`config.mk`:
```
export PLATFORM = sky130hd
export DESIGN_NAME = obi_mem_tester
export DESIGN_NICKNAME = d
export VERILOG_FILES = /design/src/rtl/obi_mem_tester.sv
export SDC_FILE = /design/constraint.sdc
export NUM_CORES = 1
export LEC_CHECK = 0
export CAP_MARGIN = 20
export CORE_UTILIZATION = 26
export CTS_CLUSTER_SIZE = 14
export DETAILED_ROUTE_END_ITERATION = 8
export GPL_ROUTABILITY_DRIVEN = 0
export MAX_ROUTING_LAYER = met4
export PLACE_DENSITY = 0.57
export SETUP_SLACK_MARGIN = 0.05
export SYNTH_ARGS = -nofsm -noshare
export SYNTH_HDL_FRONTEND = slang
export SYNTH_SLANG_ARGS = --single-unit
```
`constraint.sdc`:
```
create_clock -name clk_i -period 2.1 [get_ports clk_i]
set_input_delay 0.42 -clock clk_i [delete_from_list [all_inputs] [get_ports clk_i]]
set_output_delay 0.42 -clock clk_i [all_outputs]
set_load 0.05 [all_outputs]
```
`src/rtl/obi_mem_tester.sv`:
```
// obi_mem_tester: single-outstanding memory-port initiator.
// It writes pattern(a) to words 0..NumWords-1, reads them back and counts
// every word that does not match. Grant and response latency may be random.
// If a response takes too long after its grant, the run is aborted.
module obi_mem_tester #(
  parameter int unsigned AddrWidth     = 10,
  parameter int unsigned NumWords      = 1024,
  parameter logic [31:0] Seed          = 32'hA5C3_0F1E,
  parameter int unsigned TimeoutCycles = 64
) (
  input  logic                 clk_i,
  input  logic                 rst_ni,
  input  logic                 start_i,
  output logic                 req_o,
  output logic                 we_o,
  output logic [AddrWidth-1:0] addr_o,
  output logic [31:0]          wdata_o,
  output logic [3:0]           be_o,
  input  logic                 gnt_i,
  input  logic                 rvalid_i,
  input  logic [31:0]          rdata_i,
  output logic                 busy_o,
  output logic                 done_o,
  output logic                 timeout_o,
  output logic [15:0]          err_count_o,
  output logic [AddrWidth-1:0] first_err_addr_o
);

  localparam int unsigned           TimerWidth = $clog2(TimeoutCycles + 1);
  localparam logic [AddrWidth-1:0]  LastAddr   = AddrWidth'(NumWords - 1);
  localparam logic [TimerWidth-1:0] TimerLast  = TimerWidth'(TimeoutCycles - 1);

  typedef enum logic [2:0] {
    S_IDLE,
    S_WR_REQ,
    S_WR_WAIT,
    S_RD_REQ,
    S_RD_WAIT,
    S_DONE
  } state_e;

  // The data expected at word address a: Seed ^ (a * 0x0001_0001).
  function automatic logic [31:0] pattern(input logic [AddrWidth-1:0] a);
    logic [31:0] ext;
    ext = 32'(a);
    return Seed ^ (ext * 32'h0001_0001);
  endfunction

  state_e                r_state;
  logic [AddrWidth-1:0]  r_addr;        // word currently being processed
  logic [TimerWidth-1:0] r_timer;       // wait cycles since the last grant
  logic                  r_req;
  logic                  r_we;
  logic [AddrWidth-1:0]  r_addr_o;      // zero whenever no request is active
  logic [31:0]           r_wdata;
  logic                  r_busy;
  logic                  r_done;
  logic                  r_timeout;
  logic [15:0]           r_err_count;
  logic [AddrWidth-1:0]  r_first_err;

  logic                  w_issue_we;
  logic [AddrWidth-1:0]  w_issue_addr;
  logic [31:0]           w_issue_wdata;
  logic [AddrWidth-1:0]  w_next_addr;
  logic                  w_rd_mismatch;
  logic                  w_err_sat;

  assign w_next_addr   = r_addr + 1'b1;
  assign w_rd_mismatch = (rdata_i != pattern(r_addr));
  assign w_err_sat     = &r_err_count;
  assign w_issue_wdata = w_issue_we ? pattern(w_issue_addr) : 32'h0;

  // Select the next request to issue once the current word completes.
  always_comb begin
    // NOTE: every signal gets a default first so no path leaves it unassigned,
    // which would otherwise infer a latch.
    w_issue_we   = 1'b1;
    w_issue_addr = '0;
    case (r_state)
      S_WR_WAIT: begin
        if (r_addr == LastAddr) begin
          w_issue_we = 1'b0;
        end else begin
          w_issue_addr = w_next_addr;
        end
      end
      S_RD_WAIT: begin
        w_issue_we   = 1'b0;
        w_issue_addr = w_next_addr;
      end
      default: ;
    endcase
  end

  // Control FSM with registered bus and status outputs.
  always_ff @(posedge clk_i or negedge rst_ni) begin
    // NOTE: reset is asynchronous, so a reset in the middle of a run drops
    // req_o at once instead of waiting for the next clock edge.
    if (!rst_ni) begin
      r_state     <= S_IDLE;
      r_addr      <= '0;
      r_timer     <= '0;
      r_req       <= 1'b0;
      r_we        <= 1'b0;
      r_addr_o    <= '0;
      r_wdata     <= 32'h0;
      r_busy      <= 1'b0;
      r_done      <= 1'b0;
      r_timeout   <= 1'b0;
      r_err_count <= 16'h0;
      r_first_err <= '0;
    end else begin
      // NOTE: non-blocking assignments, so every branch below reads the
      // values the registers held before this clock edge.
      case (r_state)
        S_IDLE, S_DONE: begin
          if (start_i) begin
            r_err_count <= 16'h0;
            r_first_err <= '0;
            r_done      <= 1'b0;
            r_timeout   <= 1'b0;
            r_busy      <= 1'b1;
            r_addr      <= w_issue_addr;
            r_req       <= 1'b1;
            r_we        <= w_issue_we;
            r_addr_o    <= w_issue_addr;
            r_wdata     <= w_issue_wdata;
            r_state     <= S_WR_REQ;
          end
        end

        S_WR_REQ, S_RD_REQ: begin
          // The request outputs stay unchanged until the responder grants it.
          if (gnt_i) begin
            r_req    <= 1'b0;
            r_we     <= 1'b0;
            r_addr_o <= '0;
            r_wdata  <= 32'h0;
            r_timer  <= '0;
            r_state  <= (r_state == S_WR_REQ) ? S_WR_WAIT : S_RD_WAIT;
          end
        end

        S_WR_WAIT, S_RD_WAIT: begin
          if (rvalid_i) begin
            if (r_state == S_RD_WAIT && w_rd_mismatch) begin
              if (!w_err_sat) begin
                r_err_count <= r_err_count + 16'd1;
              end
              if (r_err_count == 16'h0) begin
                r_first_err <= r_addr;
              end
            end
            if (r_state == S_RD_WAIT && r_addr == LastAddr) begin
              r_busy  <= 1'b0;
              r_done  <= 1'b1;
              r_state <= S_DONE;
            end else begin
              r_addr   <= w_issue_addr;
              r_req    <= 1'b1;
              r_we     <= w_issue_we;
              r_addr_o <= w_issue_addr;
              r_wdata  <= w_issue_wdata;
              r_state  <= w_issue_we ? S_WR_REQ : S_RD_REQ;
            end
          end else if (r_timer == TimerLast) begin
            // The responder has had TimeoutCycles wait cycles. Abort the run
            // and keep the mismatch count gathered so far.
            r_timeout <= 1'b1;
            r_done    <= 1'b1;
            r_busy    <= 1'b0;
            r_state   <= S_DONE;
          end else begin
            r_timer <= r_timer + 1'b1;
          end
        end

        default: r_state <= S_IDLE;
      endcase
    end
  end

  assign req_o            = r_req;
  assign we_o             = r_we;
  assign addr_o           = r_addr_o;
  assign wdata_o          = r_wdata;
  assign be_o             = 4'hF;
  assign busy_o           = r_busy;
  assign done_o           = r_done;
  assign timeout_o        = r_timeout;
  assign err_count_o      = r_err_count;
  assign first_err_addr_o = r_first_err;

endmodule

```
==> impl_results.rst, run 1 <==
.. list-table::
   :header-rows: 1

   * - Metric
     - Value
   * - Initial core utilization
     - 0.270
   * - Most area-hungry cell type in the Yosys netlist
     - dfrtp_1
   * - Main combinational cell family by area after synthesis
     - simple AND/OR/NAND/NOR gates
   * - Part of the power in combinational logic
     - 0.521
   * - Wire per inst
     - 15.2 um
   * - Final design area excluding fillers
     - 0.00629 mm2
   * - Main area contributors after synthesis
     - dfrtp_1, nand2_1, buf_4, o31ai_1, nor2_1
   * - Total half-perimeter wirelength after legalization and detailed placement
     - 9040 um
   * - Worst path required time
     - 2.31 ns
   * - Number of endpoints with negative hold slack in the final report
     - 0
   * - Synthesized-area fraction occupied by ao, oa, aoi and oai cells
     - 0.184
   * - Residual overflow from global routing
     - 0
   * - Largest net degree at the start of global routing
     - 32
   * - Number of search-and-repair iterations in the first detailed-routing pass
     - 4
   * - Maximum count of clock buffers along a single path
     - 2
   * - Post-Route WL
     - 12,400 um
   * - Synthesized-area fraction occupied by adder cells
     - 0.0115
   * - Routed vias
     - 3,969
   * - Switching share of total power
     - 0.446
   * - TritonCTS Buffers
     - 9
   * - DIE AREA
     - 0.0172 mm2
   * - Endpoint class of the critical path
     - flip-flop
   * - Number of placement rows
     - 46
   * - Startpoint types
     - flip-flop
   * - Worst-path fanout max
     - 5
   * - I/O pins
     - 114
   * - Number of sinks on the clock net
     - 78
   * - Synthesized area divided by synthesized cell count
     - 9.31 um2
   * - Width of the die
     - 131 um
   * - Start-to-end type of the worst setup path
     - reg -> reg
   * - Global-route wire length before repair
     - 20,600 um
   * - Post-DR vias/cell
     - 4.86
   * - ANT cells
     - 0
   * - Proportion of netlist area held by the largest area contributor
     - 0.449
   * - Max Freq
     - 0.489 GHz
   * - Initial antenna violation count
     - 0
   * - Number of enable flip-flop cells after synthesis
     - 0
   * - Final Skew
     - 0.00965 ns
   * - Sequential cell fraction of total power
     - 0.270
   * - Pwr dens
     - 1140 mW/mm2
   * - CP Data Arrival Time
     - 2.26 ns
   * - Largest vdd supply drop
     - 0.671 mV
   * - Most used flip-flop cell after synthesis
     - dfrtp_1
   * - Minimum clock period
     - 2.04 ns
   * - Number of cells in the finished layout apart from fillers
     - 816
   * - NumNets Final
     - 636
   * - Register area share after synthesis
     - 0.449
   * - Number of fillers in the final layout
     - 1,621
   * - Clock latency of the later-clocked register in the worst-skew pair
     - 0.34 ns
   * - Status
     - completed
   * - Slew at the pin closest to its max-slew limit
     - 0.527 ns
   * - Setup total negative slack
     - 0 ns
   * - Power share of the clock group
     - 0.210
   * - Height of the die
     - 131 um
   * - Proportion of synthesized area in mux cells
     - 0.0308
   * - Fraction of final layout cells sized beyond drive strength 1
     - 0.198
   * - Internal
     - 3980 uW
   * - Post-Syn Instances
     - 467
   * - Synthesized-area fraction occupied by and/or/nand/nor cells
     - 0.217
   * - Final standard cell utilization of the core
     - 0.391
   * - Setup repair after global routing missed its margin
     - true
   * - Vias in the first global route
     - 4,067
   * - All-layer global routing usage
     - 0.151
   * - Number of buffers inserted by hold repair at cts
     - 0
   * - Drt first-iter violations
     - 240
   * - Number of max-slew violations in the final report
     - 0
   * - Number of cells in the design after placement
     - 792
   * - Slew HR
     - 0.648
   * - Setup violations, final
     - 0
   * - DRC viols
     - 0
   * - Count of nets left with antenna violations after detail routing
     - 0
   * - Share of flip-flops with an asynchronous set or reset after synthesis
     - 1.00
   * - Number of storage elements in the synthesis netlist
     - 78
   * - Ys Warns
     - 0
   * - Number of maximum-capacitance violations
     - 0
   * - Clock Tree Root
     - clkbuf_16
   * - Net Switching
     - 3200 uW
   * - CTS clock-pin slew for the worst setup and hold paths
     - 0.07 ns
   * - TritonCTS clock tree
     - done
   * - Power consumption
     - 7180 uW
   * - Syn-to-layout area delta
     - 44.7%
   * - Core Region
     - 0.0161 mm2
   * - Type of the tightest min-delay check
     - in -> async
   * - Distinct cells, synth
     - 57
   * - Cell area after synthesis
     - 0.00435 mm2
   * - Standard cell area after detailed placement
     - 0.00577 mm2
   * - Post-route clock period utilization
     - 0.973
   * - Standby leakage power
     - 0.00307 uW
   * - Number of levels the H-tree was split into
     - 3
   * - Buffers on Ports
     - 102
   * - Area share of xor/xnor cells in the synthesized design
     - 0.0242
## through the flow
step                      hold slack [ns]  setup slack [ns]
after floorplan                     0.124            0.0569
after global placement              0.383            -0.461
after detailed placement            0.391            -0.542
after CTS                          0.0300           -0.0140
after global routing               0.0411           -0.0432
final                              0.0254            0.0559
## logic make-up (layout without fill, tap and decap cells)
group | count (synthesis) | after routing
compound gates | 116 | 116
xor+xnor | 12 | 12
fa+ha+maj | 4 | 4
buf+inv | 62 | 185
flops | 78 | 78
mux | 13 | 13
other cells | 2 | 11
simple gates | 180 | 181
## cell usage in the layout, fill, tap and decap left out, drive strengths merged, types with 8 or more instances in the layout
master	instances
dlymetal6s2s	19
dlygate4sd2	13
nor2	35
mux2i	10
dfrtp	78
inv	20
buf	59
nand2b	12
clkbuf	9
conb	11
clkdlybuf4s50	61
o31ai	22
a22o	12
nand3	12
nand2	58
o21ai	35
nand4	14
xor2	8
nor3	11
a21o	13
a21oi	16
## per-layer routing
metal | vias to the layer above | GRT usage | wire, um
li1 | 1899 | - | -
met1 | 1934 | 0.186 | 5570
met2 | 127 | 0.251 | 6230
met3 | 9 | 0.0274 | 535
met4 | 0 | 0.0478 | 96
met5 | - | - | 0
## path summary, 6_finish.rpt
check	from	endpoint	slack [ns]	cells past startpoint
min in group clk_i	addr_o[6]	addr_o[6]	0.48	1
hold reg to reg	addr_o[6]	addr_o[6]	0.48	1
setup reg to reg	r_addr[1]	r_addr[3]	0.06	7
setup / recovery	r_addr[1]	r_addr[3]	0.06	7
hold / removal	rst_ni	r_addr[7]	0.03	1
max in group asynchronous	rst_ni	addr_o[1]	1.48	2
## worst max-delay path, stage by stage (launching register included)
cell and delay, ns:
dfrtp_2 0.40, ha_1 0.20, nand4_1 0.19, or3_4 0.47, o21ai_1 0.14, buf_4 0.15, nor2_1 0.09, mux2_2 0.28
## cells in the mapped netlist (2+ instances only)
cell type	number
buf_4	22
nand2_1	58
o21ai_1	16
o31ai_2	2
xnor2_1	4
a22o_1	12
nor3b_1	3
xor2_1	8
nor3_1	10
nand2b_1	11
clkbuf_1	7
a21oi_1	15
mux2_2	2
o41ai_1	3
o31ai_1	20
nor2_1	35
nand4_1	14
buf_6	2
ha_1	4
buf_2	14
inv_1	16
a21o_1	13
o21ai_0	18
dfrtp_1	78
nand3_1	12
o22ai_1	5
and3_1	6
nand3b_1	5
nor2b_1	2
a31oi_1	2
nor4_1	5
or3_1	2
conb_1	2
and2_1	7
mux2i_1	10
## power groups by stage
stage          clock network, uW  logic [uW]  registers (uW)
3_3_place_gp                   0        3540            1970
6_report                    1510        3740            1940
3_5_place_dp                   0        3590            1980
4_1_cts                     1540        3640            1950
5_1_grt                     1600        4000            1970
2_1_floorplan                  0        1870            2490
## cell type report
cell class	instances	area [um2]	share of cell area
Clock buffer	9	225	0.0358
Clock inverter	7	61.3	0.00974
Inverter	16	60.1	0.00954
Multi-Input combinational cell	337	2240	0.355
Sequential cell	78	1960	0.312
Tap cell	216	270	0.0429
Timing Repair Buffer	153	1480	0.235
## what timing repair did
action | CTS | global route
setup endpoints to repair | 44 | 67
gates resized for setup | 36 | 40
gates cloned | 2 | 0
pin swaps | 9 | 10
buffers inserted | 1 | 5
## sequential cells by signal, indices dropped and copies added (netlist names), 3 cells and up
register,flops
r_state,3
r_addr,10
first_err_addr_o,10
addr_o,10
r_timer,7
err_count_o,16
wdata_o,18
(Power assumes the default switching activity.)
==> run 2, diff against run 1 <==
==> config.mk (replaced) <==
export PLATFORM = sky130hd
export DESIGN_NAME = obi_mem_tester
export DESIGN_NICKNAME = d
export VERILOG_FILES = /design/src/rtl/obi_mem_tester.sv
export SDC_FILE = /design/constraint.sdc
export NUM_CORES = 1
export LEC_CHECK = 0
export CORE_UTILIZATION = 35
export CTS_CLUSTER_SIZE = 14
export DETAILED_ROUTE_END_ITERATION = 8
export GPL_ROUTABILITY_DRIVEN = 0
export MAX_ROUTING_LAYER = met4
export PLACE_DENSITY = 0.7
export SETUP_SLACK_MARGIN = 0.3
export SYNTH_ARGS = -nofsm -noshare
export SYNTH_HDL_FRONTEND = slang
export SYNTH_SLANG_ARGS = --single-unit
==> run 2 against run 1 <==
Net effect:
- design area increased by 7.8%
- utilization grew 17 points
- the run now ends with negative setup slack left
- critical endpoint is now first_err_addr_o[6]
- sequential share of layout area shrank 2.1 points
- die area is 25% lower
- critical path depth fell by 1
- clock-buffer cell count unchanged
- cell count decreased by 2.7%
- setup slack got worse by 0.070 ns
- total power is 14% higher
- first-iteration DRC count grew 27%
- non-clock buffer count increased by 26
- via count rose by 5.9%
==> impl_results.rst, run 2 (synthesized netlist as in run 1, its figures left out) <==
.. list-table::
   :header-rows: 1

   * - Metric
     - Value
   * - Part of the power in combinational logic
     - 0.568
   * - Worst setup path endpoint
     - first_err_addr_o[6]
   * - Initial antenna violation count
     - 0
   * - Type of the tightest min-delay check
     - in -> async
   * - Fraction of final layout cells sized beyond drive strength 1
     - 0.350
   * - Clock Tree Root
     - clkbuf_16
   * - Residual overflow from global routing
     - 0
   * - Slew HR
     - 0.646
   * - Number of buffers inserted by hold repair at cts
     - 0
   * - Height of the die
     - 113 um
   * - Worst-path fanout max
     - 5
   * - Internal
     - 4450 uW
   * - Core Region
     - 0.0121 mm2
   * - Buffers on Ports
     - 102
   * - Status
     - finished, violations left
   * - Total half-perimeter wirelength after legalization and detailed placement
     - 8770 um
   * - All-layer global routing usage
     - 0.204
   * - Number of endpoints with negative hold slack in the final report
     - 0
   * - Number of flip-flops under the largest register name
     - 18
   * - Width of the die
     - 113 um
   * - Pwr dens
     - 1200 mW/mm2
   * - ANT cells
     - 0
   * - Standby leakage power
     - 0.00329 uW
   * - Most frequent standard cell in the layout excluding fill and tap cells
     - dlygate4sd2_1
   * - Post-route clock period utilization
     - 1.01
   * - NumNets Final
     - 662
   * - DRC viols
     - 0
   * - Post-DR vias/cell
     - 5.29
   * - Setup repair after global routing missed its margin
     - true
   * - Max Freq
     - 0.473 GHz
   * - Slew at the pin closest to its max-slew limit
     - 0.533 ns
   * - Failing checks
     - negative setup slack
   * - DIE AREA
     - 0.0129 mm2
   * - Clock latency of the later-clocked register in the worst-skew pair
     - 0.35 ns
   * - Vias in the first global route
     - 4,005
   * - TritonCTS clock tree
     - done
   * - Routed vias
     - 4,202
   * - Final Skew
     - 0.0137 ns
   * - Worst path required time
     - 2.36 ns
   * - Number of fillers in the final layout
     - 1,014
   * - Sequential cell fraction of total power
     - 0.244
   * - Number of search-and-repair iterations in the first detailed-routing pass
     - 5
   * - Number of max-slew violations in the final report
     - 0
   * - Drt first-iter violations
     - 305
   * - Net Switching
     - 3710 uW
   * - Number of maximum-capacitance violations
     - 0
   * - Smallest hold slack
     - 0.0328 ns
   * - Worst reg2reg path depth
     - 6
   * - Maximum count of clock buffers along a single path
     - 2
   * - Largest vdd supply drop
     - 0.470 mV
   * - Flop-to-flop setup slack
     - -0.01 ns
   * - CP Data Arrival Time
     - 2.38 ns
   * - Capture point of the worst reg-to-reg path
     - first_err_addr_o[6]
   * - Minimum clock period
     - 2.11 ns
   * - Syn-to-layout area delta
     - 56.1%
   * - Commonest non-fill, non-tap cells in the layout
     - dlygate4sd2_1, dfrtp_1, buf_4
   * - Switching share of total power
     - 0.455
   * - Number of placement rows
     - 40
   * - Number of levels the H-tree was split into
     - 3
   * - Critical register-to-register path startpoint
     - r_state[1]
   * - Startpoint of the most critical setup path
     - r_state[1]
   * - I/O pins
     - 114
   * - Start-to-end type of the worst setup path
     - reg -> reg
   * - Power share of the clock group
     - 0.188
   * - Startpoint types
     - flip-flop
   * - CTS clock-pin slew for the worst setup and hold paths
     - 0.07 ns
   * - Initial core utilization
     - 0.360
   * - Largest net degree at the start of global routing
     - 38
   * - Setup violations, final
     - 2
   * - Number of cells in the finished layout apart from fillers
     - 794
   * - Global-route wire length before repair
     - 20,200 um
   * - Post-Route WL
     - 13,400 um
   * - Number of cells in the design after placement
     - 747
   * - Endpoint class of the critical path
     - flip-flop
   * - Post-layout worst setup margin
     - -0.0144 ns
   * - Wire per inst
     - 16.9 um
   * - TritonCTS Buffers
     - 9
   * - Count of nets left with antenna violations after detail routing
     - 0
   * - Number of sinks on the clock net
     - 78
-- run 2: worst min path at each step --
stage                       from              end
final                     rst_ni   err_count_o[2]
after global routing      rst_ni  err_count_o[14]
after CTS                 rst_ni  err_count_o[14]
after detailed placement  rst_ni   err_count_o[2]
after global placement    rst_ni   err_count_o[6]
after floorplan           rst_ni        addr_o[0]
-- run 2: power groups by stage --
stage | sequential [uW] | clock (uW) | combinational [uW]
after floorplan | 2500 | 0 | 1920
after global placement | 1960 | 0 | 3550
after detailed placement | 1980 | 0 | 3610
after CTS | 1950 | 1550 | 3720
after global routing | 2020 | 1600 | 4890
final | 1990 | 1540 | 4630
-- run 2: stage by stage --
step	TNS [ns]	area (um2)	util	setup slack (ns)	power [uW]
CTS	0	6230	0.517	0.0597	7220
global placement	-12.14	5770	0.479	-0.451	5510
global route	-0.858	6790	0.563	-0.0874	8520
finish	-0.0257	6790	0.563	-0.0144	8160
floorplan	0	4480	-	0.0570	4430
detailed placement	-12.44	5770	0.479	-0.543	5600
-- run 2: repair_timing --
action,CTS,global route
setup buffers,8,16
pin swaps,28,43
gates cloned,2,5
resized for setup,141,105
setup endpoints to repair,132,81
-- run 2: cell type report --
type / instances / area (um2) / area share
clock buffers: 9 / 225 / 0.0332
clock inverters: 7 / 62.6 / 0.00922
inverters: 16 / 60.1 / 0.00885
multi-input cells: 337 / 2560 / 0.378
flip-flops and latches: 78 / 1970 / 0.290
well taps: 168 / 210 / 0.0310
repair buffers: 179 / 1690 / 0.249
-- run 2: per-layer routing --
metal  wire (um)  global-route usage
met3         619              0.0356
met1        5630               0.254
met4         230              0.0632
met2        6950               0.340
met5           0                   -
-- run 2: critical path, stage by stage, from the launching register on --
cell	delay, ns
dfrtp_1	0.39
nand2b_4	0.14
or4_4	0.52
nor4_4	0.28
nand3b_1	0.30
buf_6	0.19
mux2i_1	0.21
